[src/rtl/sipo_rx_if.sv]
// rtl/sipo_rx_if.sv - serial input and parallel word output bundle for sipo_rx
interface sipo_rx_if #(
  parameter int WIDTH = 32,
  parameter int DEPTH = 4
);
  localparam int LW = $clog2(DEPTH + 1);

  logic             sdi;
  logic             cs;
  logic [WIDTH-1:0] pdo;
  logic             pdo_valid;
  logic             pdo_ready;
  logic [LW-1:0]    level;
  logic             overflow;
  logic             ovf_clr;
  logic             abort;

  modport master (
    output sdi, cs, pdo_ready, ovf_clr,
    input  pdo, pdo_valid, level, overflow, abort
  );

  modport slave (
    input  sdi, cs, pdo_ready, ovf_clr,
    output pdo, pdo_valid, level, overflow, abort
  );
endinterface

[src/rtl/sipo_rx.sv]
// rtl/sipo_rx.sv - serial-in/parallel-out receiver with FWFT word FIFO
module sipo_rx #(
  parameter int WIDTH     = 32,
  parameter int DEPTH     = 4,
  parameter bit MSB_FIRST = 1'b1
) (
  input  logic      clk,
  input  logic      rst,
  sipo_rx_if.slave  bus
);
  localparam int BW = $clog2(WIDTH);
  localparam int PW = $clog2(DEPTH);
  localparam int LW = $clog2(DEPTH + 1);
  localparam logic [BW-1:0] BCNT_LAST = BW'(WIDTH - 1);
  localparam logic [LW-1:0] LVL_FULL  = LW'(DEPTH);

  logic [BW-1:0]    bcnt_q, bcnt_d;
  logic [WIDTH-1:0] sr_q, sr_d;
  logic [WIDTH-1:0] mem_q [DEPTH];
  logic [PW-1:0]    wptr_q, wptr_d;
  logic [PW-1:0]    rptr_q, rptr_d;
  logic [PW-1:0]    hptr_q, hptr_d;
  logic [LW-1:0]    level_q, level_d;
  logic             valid_q, valid_d;
  logic             ovf_q, ovf_d;
  logic             abort_q, abort_d;

  logic [WIDTH-1:0] shifted;
  logic             word_done;
  logic             pop;
  logic             push;
  logic             drop;
  logic             full;

  always_comb begin
    if (MSB_FIRST) begin
      shifted = {sr_q[WIDTH-2:0], bus.sdi};
    end else begin
      shifted = {bus.sdi, sr_q[WIDTH-1:1]};
    end
  end

  // A simultaneous pop frees the slot the completing word needs, so full only drops without one.
  always_comb begin
    word_done = bus.cs && (bcnt_q == BCNT_LAST);
    pop       = valid_q && bus.pdo_ready;
    full      = (level_q == LVL_FULL);
    push      = word_done && (!full || pop);
    drop      = word_done && full && !pop;
  end

  always_comb begin
    bcnt_d  = bcnt_q;
    sr_d    = sr_q;
    abort_d = 1'b0;
    if (bus.cs) begin
      sr_d   = shifted;
      bcnt_d = word_done ? '0 : bcnt_q + BW'(1);
    end else if (bcnt_q != '0) begin
      sr_d    = '0;
      bcnt_d  = '0;
      abort_d = 1'b1;
    end
  end

  always_comb begin
    wptr_d  = push ? wptr_q + PW'(1) : wptr_q;
    rptr_d  = pop  ? rptr_q + PW'(1) : rptr_q;
    level_d = level_q;
    case ({push, pop})
      2'b10:   level_d = level_q + LW'(1);
      2'b01:   level_d = level_q - LW'(1);
      default: level_d = level_q;
    endcase
    valid_d = (level_d != '0);
    // The head pointer freezes when the FIFO drains so pdo keeps showing the last word.
    hptr_d  = valid_d ? rptr_d : hptr_q;
    ovf_d   = drop | (ovf_q & ~bus.ovf_clr);
  end

  always_ff @(posedge clk) begin
    if (rst) begin
      bcnt_q  <= '0;
      sr_q    <= '0;
      wptr_q  <= '0;
      rptr_q  <= '0;
      hptr_q  <= '0;
      level_q <= '0;
      valid_q <= 1'b0;
      ovf_q   <= 1'b0;
      abort_q <= 1'b0;
      for (int i = 0; i < DEPTH; i++) begin
        mem_q[i] <= '0;
      end
    end else begin
      bcnt_q  <= bcnt_d;
      sr_q    <= sr_d;
      wptr_q  <= wptr_d;
      rptr_q  <= rptr_d;
      hptr_q  <= hptr_d;
      level_q <= level_d;
      valid_q <= valid_d;
      ovf_q   <= ovf_d;
      abort_q <= abort_d;
      if (push) begin
        mem_q[wptr_q] <= shifted;
      end
    end
  end

  assign bus.pdo       = mem_q[hptr_q];
  assign bus.pdo_valid = valid_q;
  assign bus.level     = level_q;
  assign bus.overflow  = ovf_q;
  assign bus.abort     = abort_q;
endmodule

[src/flat_wrapper.sv]
// flat-port wrapper written by rule: the top's interface ports become plain ports
module sipo_rx_flat 
#(
  parameter int WIDTH     = 32,
  parameter int DEPTH     = 4,
  parameter bit MSB_FIRST = 1'b1
)
  (clk, rst, bus_sdi, bus_cs, bus_pdo_ready, bus_ovf_clr, bus_pdo, bus_pdo_valid, bus_level, bus_overflow, bus_abort);
  sipo_rx_if #(.WIDTH(WIDTH), .DEPTH(DEPTH)) bus_i ();
  input  logic clk;
  input  logic rst;
  input wire logic [$bits(bus_i.sdi)-1:0] bus_sdi;
  input wire logic [$bits(bus_i.cs)-1:0] bus_cs;
  input wire logic [$bits(bus_i.pdo_ready)-1:0] bus_pdo_ready;
  input wire logic [$bits(bus_i.ovf_clr)-1:0] bus_ovf_clr;
  output wire logic [$bits(bus_i.pdo)-1:0] bus_pdo;
  output wire logic [$bits(bus_i.pdo_valid)-1:0] bus_pdo_valid;
  output wire logic [$bits(bus_i.level)-1:0] bus_level;
  output wire logic [$bits(bus_i.overflow)-1:0] bus_overflow;
  output wire logic [$bits(bus_i.abort)-1:0] bus_abort;
  assign bus_i.sdi = bus_sdi;
  assign bus_i.cs = bus_cs;
  assign bus_i.pdo_ready = bus_pdo_ready;
  assign bus_i.ovf_clr = bus_ovf_clr;
  assign bus_pdo = bus_i.pdo;
  assign bus_pdo_valid = bus_i.pdo_valid;
  assign bus_level = bus_i.level;
  assign bus_overflow = bus_i.overflow;
  assign bus_abort = bus_i.abort;
  sipo_rx #(.WIDTH(WIDTH), .DEPTH(DEPTH), .MSB_FIRST(MSB_FIRST)) u_core (.clk(clk), .rst(rst), .bus(bus_i));
endmodule
[config.mk]
export PLATFORM = sky130hd
export DESIGN_NAME = sipo_rx_flat
export DESIGN_NICKNAME = d
export VERILOG_FILES = /design/src/rtl/sipo_rx_if.sv /design/src/rtl/sipo_rx.sv /design/src/flat_wrapper.sv
export SDC_FILE = /design/constraint.sdc
export NUM_CORES = 1
export LEC_CHECK = 0
export CORE_MARGIN = 5
export CORE_UTILIZATION = 45
export CTS_CLUSTER_DIAMETER = 200
export DETAILED_ROUTE_END_ITERATION = 16
export HOLD_SLACK_MARGIN = 0.05
export PLACE_DENSITY_LB_ADDON = 0.25
export SYNTH_ARGS = -nofsm -noshare
export SYNTH_HDL_FRONTEND = slang
export SYNTH_SLANG_ARGS = --single-unit
[constraint.sdc]
create_clock -name clk -period 7.41 [get_ports clk]
set_clock_uncertainty 0.2 [all_clocks]
set_input_delay 1.8525 -clock clk [delete_from_list [all_inputs] [get_ports clk]]
set_output_delay 1.8525 -clock clk [all_outputs]
set_load 0.005 [all_outputs]
Word level (Yosys, flattened, before mapping)

Memory sizes are Yosys's and may differ from the RTL's. A register that Yosys moved wholly into a read port is not among the register bits.
Index checks and enable logic that the tools add are counted.

Bits in writable memories: 128
Memories kept: 1
Register bits: 48
Word-level logic and storage cells: 53

Equality and inequality tests: 4
Reductions and logical operators: 13
Muxes and demuxes: 18
Add/sub/neg operators: 5
Bitwise logic cells: 3

Memory list:

| name         | depth | bits a word | read ports | clocked after Yosys merged registers in | wr ports | RTL line      | text |
|---|---|---|---|---|---|---|---|
| u_core.mem_q | 4     | 32          | 1          | 1                                       | 4        | sipo_rx.sv:19 | `logic [WIDTH-1:0] mem_q [DEPTH];` |

Operator list:

| cell                | count |
|---|---|
| $mux 31             | 2 |
| $mux 32             | 1 |
| $reduce_or 32->1    | 1 |
| $mux 5              | 3 |
| $mux 2              | 4 |
| $mux 1              | 7 |
| $pmux 3 s2          | 1 |
| $add 5x1->5 const B | 1 |
| $eq 5x5->1 const B  | 1 |
| $logic_and 1x1->1   | 5 |
| $reduce_bool 5->1   | 1 |
| $add 2x1->2 const B | 2 |
| $add 3x1->3 const B | 1 |
| $eq 3x3->1 const B  | 1 |
| $reduce_bool 3->1   | 1 |
| $sub 3x1->3 const B | 1 |
| $eq 2x1->1 const B  | 1 |
| $eq 2x2->1 const B  | 1 |
| $logic_not 1->1     | 2 |
| $reduce_bool 2->1   | 1 |
| $reduce_or 2->1     | 1 |
| $and 1x1->1         | 1 |
| $logic_or 1x1->1    | 1 |
| $not 1->1           | 1 |
| $or 1x1->1          | 1 |

Logic depth before layout (Yosys ltp)

Gate-level depths: netlist (run 1).

Depth after elaboration: 9
Depth in mapped cells: 11

Least setup slack after synthesis (run 1)

OpenSTA, ideal clock, no wires.

Path kind: input-to-reg
From: input port bus_cs
To: memory u_core.mem_q[1][0], enable pin
Stages on the path: 7
Path buffers: 2
Library setup time: 0.394 ns
Setup slack: 3.264 ns
Arrival time: 3.552 ns
Required time: 6.816 ns
Cells stage by stage: buf_2 nand2_1 a31oi_4 nand2_1 or2_1 buf_2 nand2b_1

RTL lines:

| element     | RTL line           | text |
|---|---|---|
| from (decl) | flat_wrapper.sv:13 | `input wire logic [$bits(bus_i.cs)-1:0] bus_cs;` |
| to (decl)   | sipo_rx.sv:19      |  |

==> results of run 1 <==
cell type report:
type / count / area share
clock buffers: 20 / 0.05030
inverters: 7 / 0.003026
flip-flops and latches: 178 / 0.5581
multi-input cells: 314 / 0.2812
repair buffers: 52 / 0.05678
clock inverters: 12 / 0.01888
well taps: 220 / 0.03170
Yosys cell counts, drive strengths merged:
library cell and number:
xnor2 4, fa 1, o31ai 1, a22oi 32
a21oi 4, nand4 1, a31oi 1, mux2 4
or2 1, or3 1, nand3 3, nor2b 3
xor2 3, and2 65, nor3b 3, nand2b 19
dfxtp 50, and3 1, nor2 109, edfxtp 128
clkbuf 16, nand3b 1, mux4 32, nor4 1
or3b 1, buf 19, nor3 3, or4b 1
a211oi 3, o22ai 1, or4 1, inv 7
a31o 1, o311ai 1, nand2 8, ha 3
nor4b 1
metal layers:
metal  up-vias  GRT usage  wire (um)
met3        10    0.04345       1003
met1      2115     0.2092       6121
li1       1999          -          -
met5         -          0          0
met4         0    0.04737        119
met2       112     0.2439       6978
through the flow:
stage | total power, W | utilization
2_1_floorplan | 0.001168 | -
4_1_cts | 0.002109 | 0.5273
6_report | 0.002089 | 0.5273
5_1_grt | 0.002157 | 0.5273
3_5_place_dp | 0.001206 | 0.4908
3_3_place_gp | 0.001204 | 0.4908
how the worst max path moves through the flow:
stage | depth (start not counted) | slack, ps | to | startpoint
after floorplan | 7 | 3260 | u_core.mem_q[1][0] | bus_cs
after global placement | 8 | 2170 | u_core.mem_q[0][25] | bus_cs
after detailed placement | 8 | 2090 | u_core.mem_q[0][25] | bus_cs
after CTS | 8 | 2510 | u_core.mem_q[0][0] | bus_cs
after global routing | 8 | 2340 | u_core.mem_q[0][0] | bus_cs
final | 8 | 2530 | u_core.mem_q[0][18] | bus_cs
critical path: stages:
cell and delay (ps):
clkdlybuf4s50_1 450, buf_4 360, and2_4 240, nand2_1 60, buf_4 230, or3_1 600, nand2b_1 540, buf_4 420
logic make-up (layout without fill, tap and decap cells):
group / count (synthesis) / count (layout) / synth area share
flops: 178 / 178 / 0.6481
buf+inv: 42 / 91 / 0.02528
xor+xnor: 7 / 7 / 0.008202
simple gates: 223 / 223 / 0.1590
compound gates: 44 / 44 / 0.04721
mux: 36 / 36 / 0.1045
fa+ha+maj: 4 / 4 / 0.007701
registers in the layout, indices dropped and copies added (netlist names), named ones only:
| signal | flops |
|---|---|
| u_core.mem_q | 128 |
| u_core.sr_q | 31 |
| u_core.bcnt_q | 5 |
| u_core.bus.level | 3 |
| u_core.hptr_q | 2 |
| u_core.rptr_q | 2 |
| u_core.wptr_q | 2 |
| u_core.bus.abort | 1 |
| u_core.bus.overflow | 1 |
| u_core.bus.pdo_valid | 1 |
cell usage in the layout (no fill, tap or decap), drive strengths merged, types with 6 or more instances in the layout:
cell type	count
edfxtp	128
nor2	109
and2	65
dfxtp	50
clkdlybuf4s50	42
mux4	32
a22oi	32
clkbuf	20
nand2b	19
buf	10
nand2	8
inv	7
clkinv	6
power groups by stage:
stage | registers (W) | clock network [W] | logic, W
finish | 0.00111 | 0.000905 | 0.0000737
CTS | 0.00111 | 0.000923 | 0.0000750
detailed placement | 0.00113 | 0 | 0.0000749
global placement | 0.00113 | 0 | 0.0000740
global route | 0.00111 | 0.000964 | 0.0000799
floorplan | 0.00113 | 0 | 0.0000424
==> impl_metrics.py, run 1 <==
metrics = {
    "cts": {
        "clk_pin_slew_ps": 60,
        "cts_tree": "yes",
        "post_cts_buffers": 0,
        "cts_buffers": 17,
        "cts-htree-levels": 4,
        "cts_resized": 0,
        "clock_latency_ps": 420,
        "root_buffer": "clkbuf_16",
        "cts_max_path_buffers": 2,
        "holdBufCountCts": 0,
        "cts_sinks": 178,
    },
    "min_path": {
        "whs_endpoint": "u_core.bcnt_q[3]",
        "hp-start": "u_core.bcnt_q[3]",
        "holdPathStages": 2,
        "hp-class": "flip-flop to flip-flop",
    },
    "sta": {
        "drv_slew": 0,
        "finalSetupTns_ps": 0,
        "fin_crit_sh": 0.6592,
        "tightest_slew_ps": 1046,
        "timing.hold.ws_ps": 331.6,
        "hold_viol_final": 0,
        "rsz0062_at_grt": "false",
        "final.min_clock_period_ps": 4885,
        "setup_viol": 0,
        "fin_ws_ps": 2525,
        "slew_headroom": 0.2991,
        "clock.fmax_mhz": 204.7,
    },
    "yosys": {
        "yosys_warnings": 0,
        "netlist_top_cells_area": "edfxtp_1, dfxtp_1, mux4_2",
        "syn-num-nets": 544,
        "synth.cell_area_um2": 7475,
        "yosysUniqueCellTypes": 44,
        "synthDominantCellAreaShare": 0.5142,
        "yosysTopAreaCell": "edfxtp_1",
        "ys_seq_area_frac": 0.6481,
        "synth.avg_cell_area_um2": 14.00,
        "yosys_register_bits": 178,
        "synth_cells": 534,
    },
    "worst_setup_path": {
        "r2r_setup_slack_ps": 3850,
        "critical_path.endpoint_type": "flip-flop",
        "cp-start-kind": "input pin",
        "cp_max_fo": 38,
        "worst-r2r-cell-count": 9,
        "r2r-end": "u_core.mem_q[0][18]",
        "crit_type": "input pin to flip-flop",
        "r2r_start": "u_core.bcnt_q[0]",
        "crit_arrival_ps": 4770,
        "worstPathRequired_ps": 7300,
    },
    "global_routing": {
        "track_usage": 0.1543,
        "antenna_found_initial": 0,
        "grt_pass1_vias": 4339,
        "grt_max_degree": 39,
        "gr-total-overflow": 0,
        "grt_pass1_wl_um": 23340,
    },
    "die": {
        "rows": 47,
        "dieHeight_um": 138.9,
        "die_x_um": 138.9,
        "start_util": 0.4540,
        "core-area_um2": 16470,
        "io_pins": 44,
        "die_area_um2": 19290,
    },
    "finish": {
        "final_cell_count_no_fill": 803,
        "multi_input_area_um2": 2441,
        "syn2layout_area_growth_pct": 16.15,
        "final_nets": 580,
        "n_fill_cell": 1396,
        "drive_above_1_share": 0.1647,
        "final-seq-area_um2": 4846,
        "final_area_um2": 8682,
        "diodes": 0,
    },
    "detailed_routing": {
        "vias_per_cell": 5.275,
        "wire_per_inst_um": 17.71,
        "vias": 4236,
        "drt_first_pass_iters": 5,
        "drt_wl_total_um": 14220,
        "postRouteAntennaNets": 0,
        "drt_iter0_drc": 346,
        "drc": 0,
    },
    "placement": {
        "port-buffer-count": 43,
        "preCtsSetupSlack_ps": 2094,
        "placed_cell_area_um2": 8082,
        "finalWeightedCongestion": 0.8018,
        "place_inst": 771,
        "hpwl_um": 9036,
    },
    "pwr": {
        "p_int_w": 0.001692,
        "switching_power_w": 0.0003968,
        "clkPwrFrac": 0.433,
        "comb_power_share": 0.035,
        "leakagePower_nw": 2.801,
        "pwr-share-seq": 0.532,
        "ir_worst_vdd_uv": 151.1,
        "swShare": 0.1900,
        "p_per_area_nw_per_um2": 240.6,
    },
    "status": {
        "status": "finished, final reports clean",
    },
    "flow_run": {
        "drv_cap": 0,
    },
}
No activity file was read; power rests on OpenSTA's default activity.
==> run 2, diff against run 1 <==
==> constraint.sdc (replaced) <==
create_clock -name clk -period 4.65 [get_ports clk]
set_clock_uncertainty 0.2 [all_clocks]
set_input_delay 1.1625 -clock clk [delete_from_list [all_inputs] [get_ports clk]]
set_output_delay 1.1625 -clock clk [all_outputs]
set_load 0.005 [all_outputs]
==> impl_metrics.py, run 2 (same netlist as run 1, synthesis figures left out) <==
metrics = {
    "sta": {
        "slew_headroom": 0.4167,
        "fin_ws_ps": 836.5,
        "final.min_clock_period_ps": 3813,
        "rsz0062_at_grt": "false",
        "hold_viol_final": 0,
        "clock.fmax_mhz": 262.2,
        "setup_viol": 0,
        "drv_slew": 0,
        "timing.hold.ws_ps": 330.2,
        "tightest_slew_ps": 868.5,
        "fin_crit_sh": 0.8201,
        "finalSetupTns_ps": 0,
    },
    "worst_setup_path": {
        "crit_type": "flip-flop to output port",
        "critical_path.endpoint_type": "output port",
        "slowest_stage": "dfxtp_2",
        "cp-start-kind": "flip-flop",
        "r2r_setup_slack_ps": 1340,
        "worstPathRequired_ps": 3290,
        "slowest_delay_ps": 720,
        "cp_max_fo": 18,
        "cp_cell_sequence": "buf_12, mux4_2, clkdlybuf4s50_1",
        "crit_arrival_ps": 2450,
    },
    "placement": {
        "port-buffer-count": 43,
        "preCtsSetupSlack_ps": 630.8,
        "hpwl_um": 8786,
        "finalWeightedCongestion": 0.7824,
        "placed_cell_area_um2": 8147,
    },
    "cts": {
        "root_buffer": "clkbuf_16",
        "cts-htree-levels": 4,
        "clock_latency_ps": 420,
        "cts_sinks": 178,
        "post_cts_buffers": 0,
        "holdBufCountCts": 0,
        "cts_tree": "yes",
        "clk_pin_slew_ps": 60,
        "cts_buffers": 17,
        "cts_resized": 0,
        "cts_max_path_buffers": 2,
    },
    "finish": {
        "final_area_um2": 8811,
        "syn2layout_area_growth_pct": 17.88,
        "largest_reg_flops": 128,
        "largest_registers": "u_core.mem_q x128, u_core.sr_q x31, u_core.bcnt_q x5",
        "layout_commonest_cell": "edfxtp_1",
        "final_nets": 587,
        "layout_common_cells": "edfxtp_1, nor2_1, and2_1, dfxtp_1, clkdlybuf4s50_1",
        "drive_above_1_share": 0.1797,
        "diodes": 0,
        "top_register": "u_core.mem_q",
    },
    "detailed_routing": {
        "drt_first_pass_iters": 4,
        "postRouteAntennaNets": 0,
        "wire_per_inst_um": 18.03,
        "drc": 0,
        "vias_per_cell": 5.279,
        "drt_iter0_drc": 325,
        "drt_wl_total_um": 14600,
        "vias": 4276,
    },
    "global_routing": {
        "grt_max_degree": 40,
        "track_usage": 0.1583,
        "gr-total-overflow": 0,
        "grt_pass1_vias": 4391,
        "grt_pass1_wl_um": 23940,
        "antenna_found_initial": 0,
    },
    "status": {
        "status": "finished, final reports clean",
    },
    "pwr": {
        "leakagePower_nw": 2.863,
        "ir_worst_vdd_uv": 211.5,
        "p_per_area_nw_per_um2": 394.8,
    },
    "die": {
        "die_x_um": 138.9,
        "die_area_um2": 19290,
        "start_util": 0.4540,
        "core-area_um2": 16470,
        "rows": 47,
        "dieHeight_um": 138.9,
        "io_pins": 44,
    },
    "min_path": {
        "hp-class": "flip-flop to flip-flop",
    },
    "flow_run": {
        "drv_cap": 0,
    },
}
==> run 2: area by class of cell <==
| class | count | area [um2] |
|---|---|---|
| multi-input combinational | 314 | 2441 |
| sequential | 178 | 4846 |
| inverter | 7 | 26.28 |
| fill | 1372 | 7655 |
| clock buffer | 19 | 432.9 |
| tap | 220 | 275.3 |
| clock inverter | 13 | 231.5 |
| timing repair buffer | 59 | 558.0 |
==> run 2: worst paths after layout <==
kind / startpoint / end / cells past startpoint
hold / removal: u_core.sr_q[2] / u_core.sr_q[2] / 2
setup reg to reg: u_core.bcnt_q[0] / flip-flop / 11
hold reg to reg: u_core.sr_q[2] / u_core.sr_q[2] / 2
setup / recovery: flip-flop / bus_pdo[21] / 3
==> run 2: worst max-delay path: cells and delay by family (launching register included) <==
kind | cells | cell delay (ps)
buf+inv | 2 | 750
flops | 1 | 720
mux | 1 | 550
==> run 2: routing by layer <==
| metal | track usage | part of all wire | up-vias |
|---|---|---|---|
| met2 | 0.2639 | 0.50 | 100 |
| met4 | 0.05819 | 0.014 | 0 |
| met1 | 0.2040 | 0.45 | 2144 |
| met5 | 0 | 0 | - |
| li1 | - | - | 2016 |
| met3 | 0.03586 | 0.040 | 16 |
==> run 2: per-stage QoR <==
| stage | cells | util | total power (W) |
|---|---|---|---|
| after floorplan | 534 | - | 0.001862 |
| after global placement | 778 | 0.4948 | 0.001921 |
| after detailed placement | 778 | 0.4948 | 0.001926 |
| after CTS | 810 | 0.5351 | 0.003510 |
| after global routing | 810 | 0.5351 | 0.003596 |
| final | 810 | 0.5351 | 0.003479 |
==> run 2: power breakdown <==
part | leakage (nW) | internal (W) | switching [W]
combinational | 0.911 | 0.0000556 | 0.0000670
sequential | 1.64 | 0.00175 | 0.0000163
clock | 0.314 | 0.00101 | 0.000581
total | 2.86 | 0.00281 | 0.000664
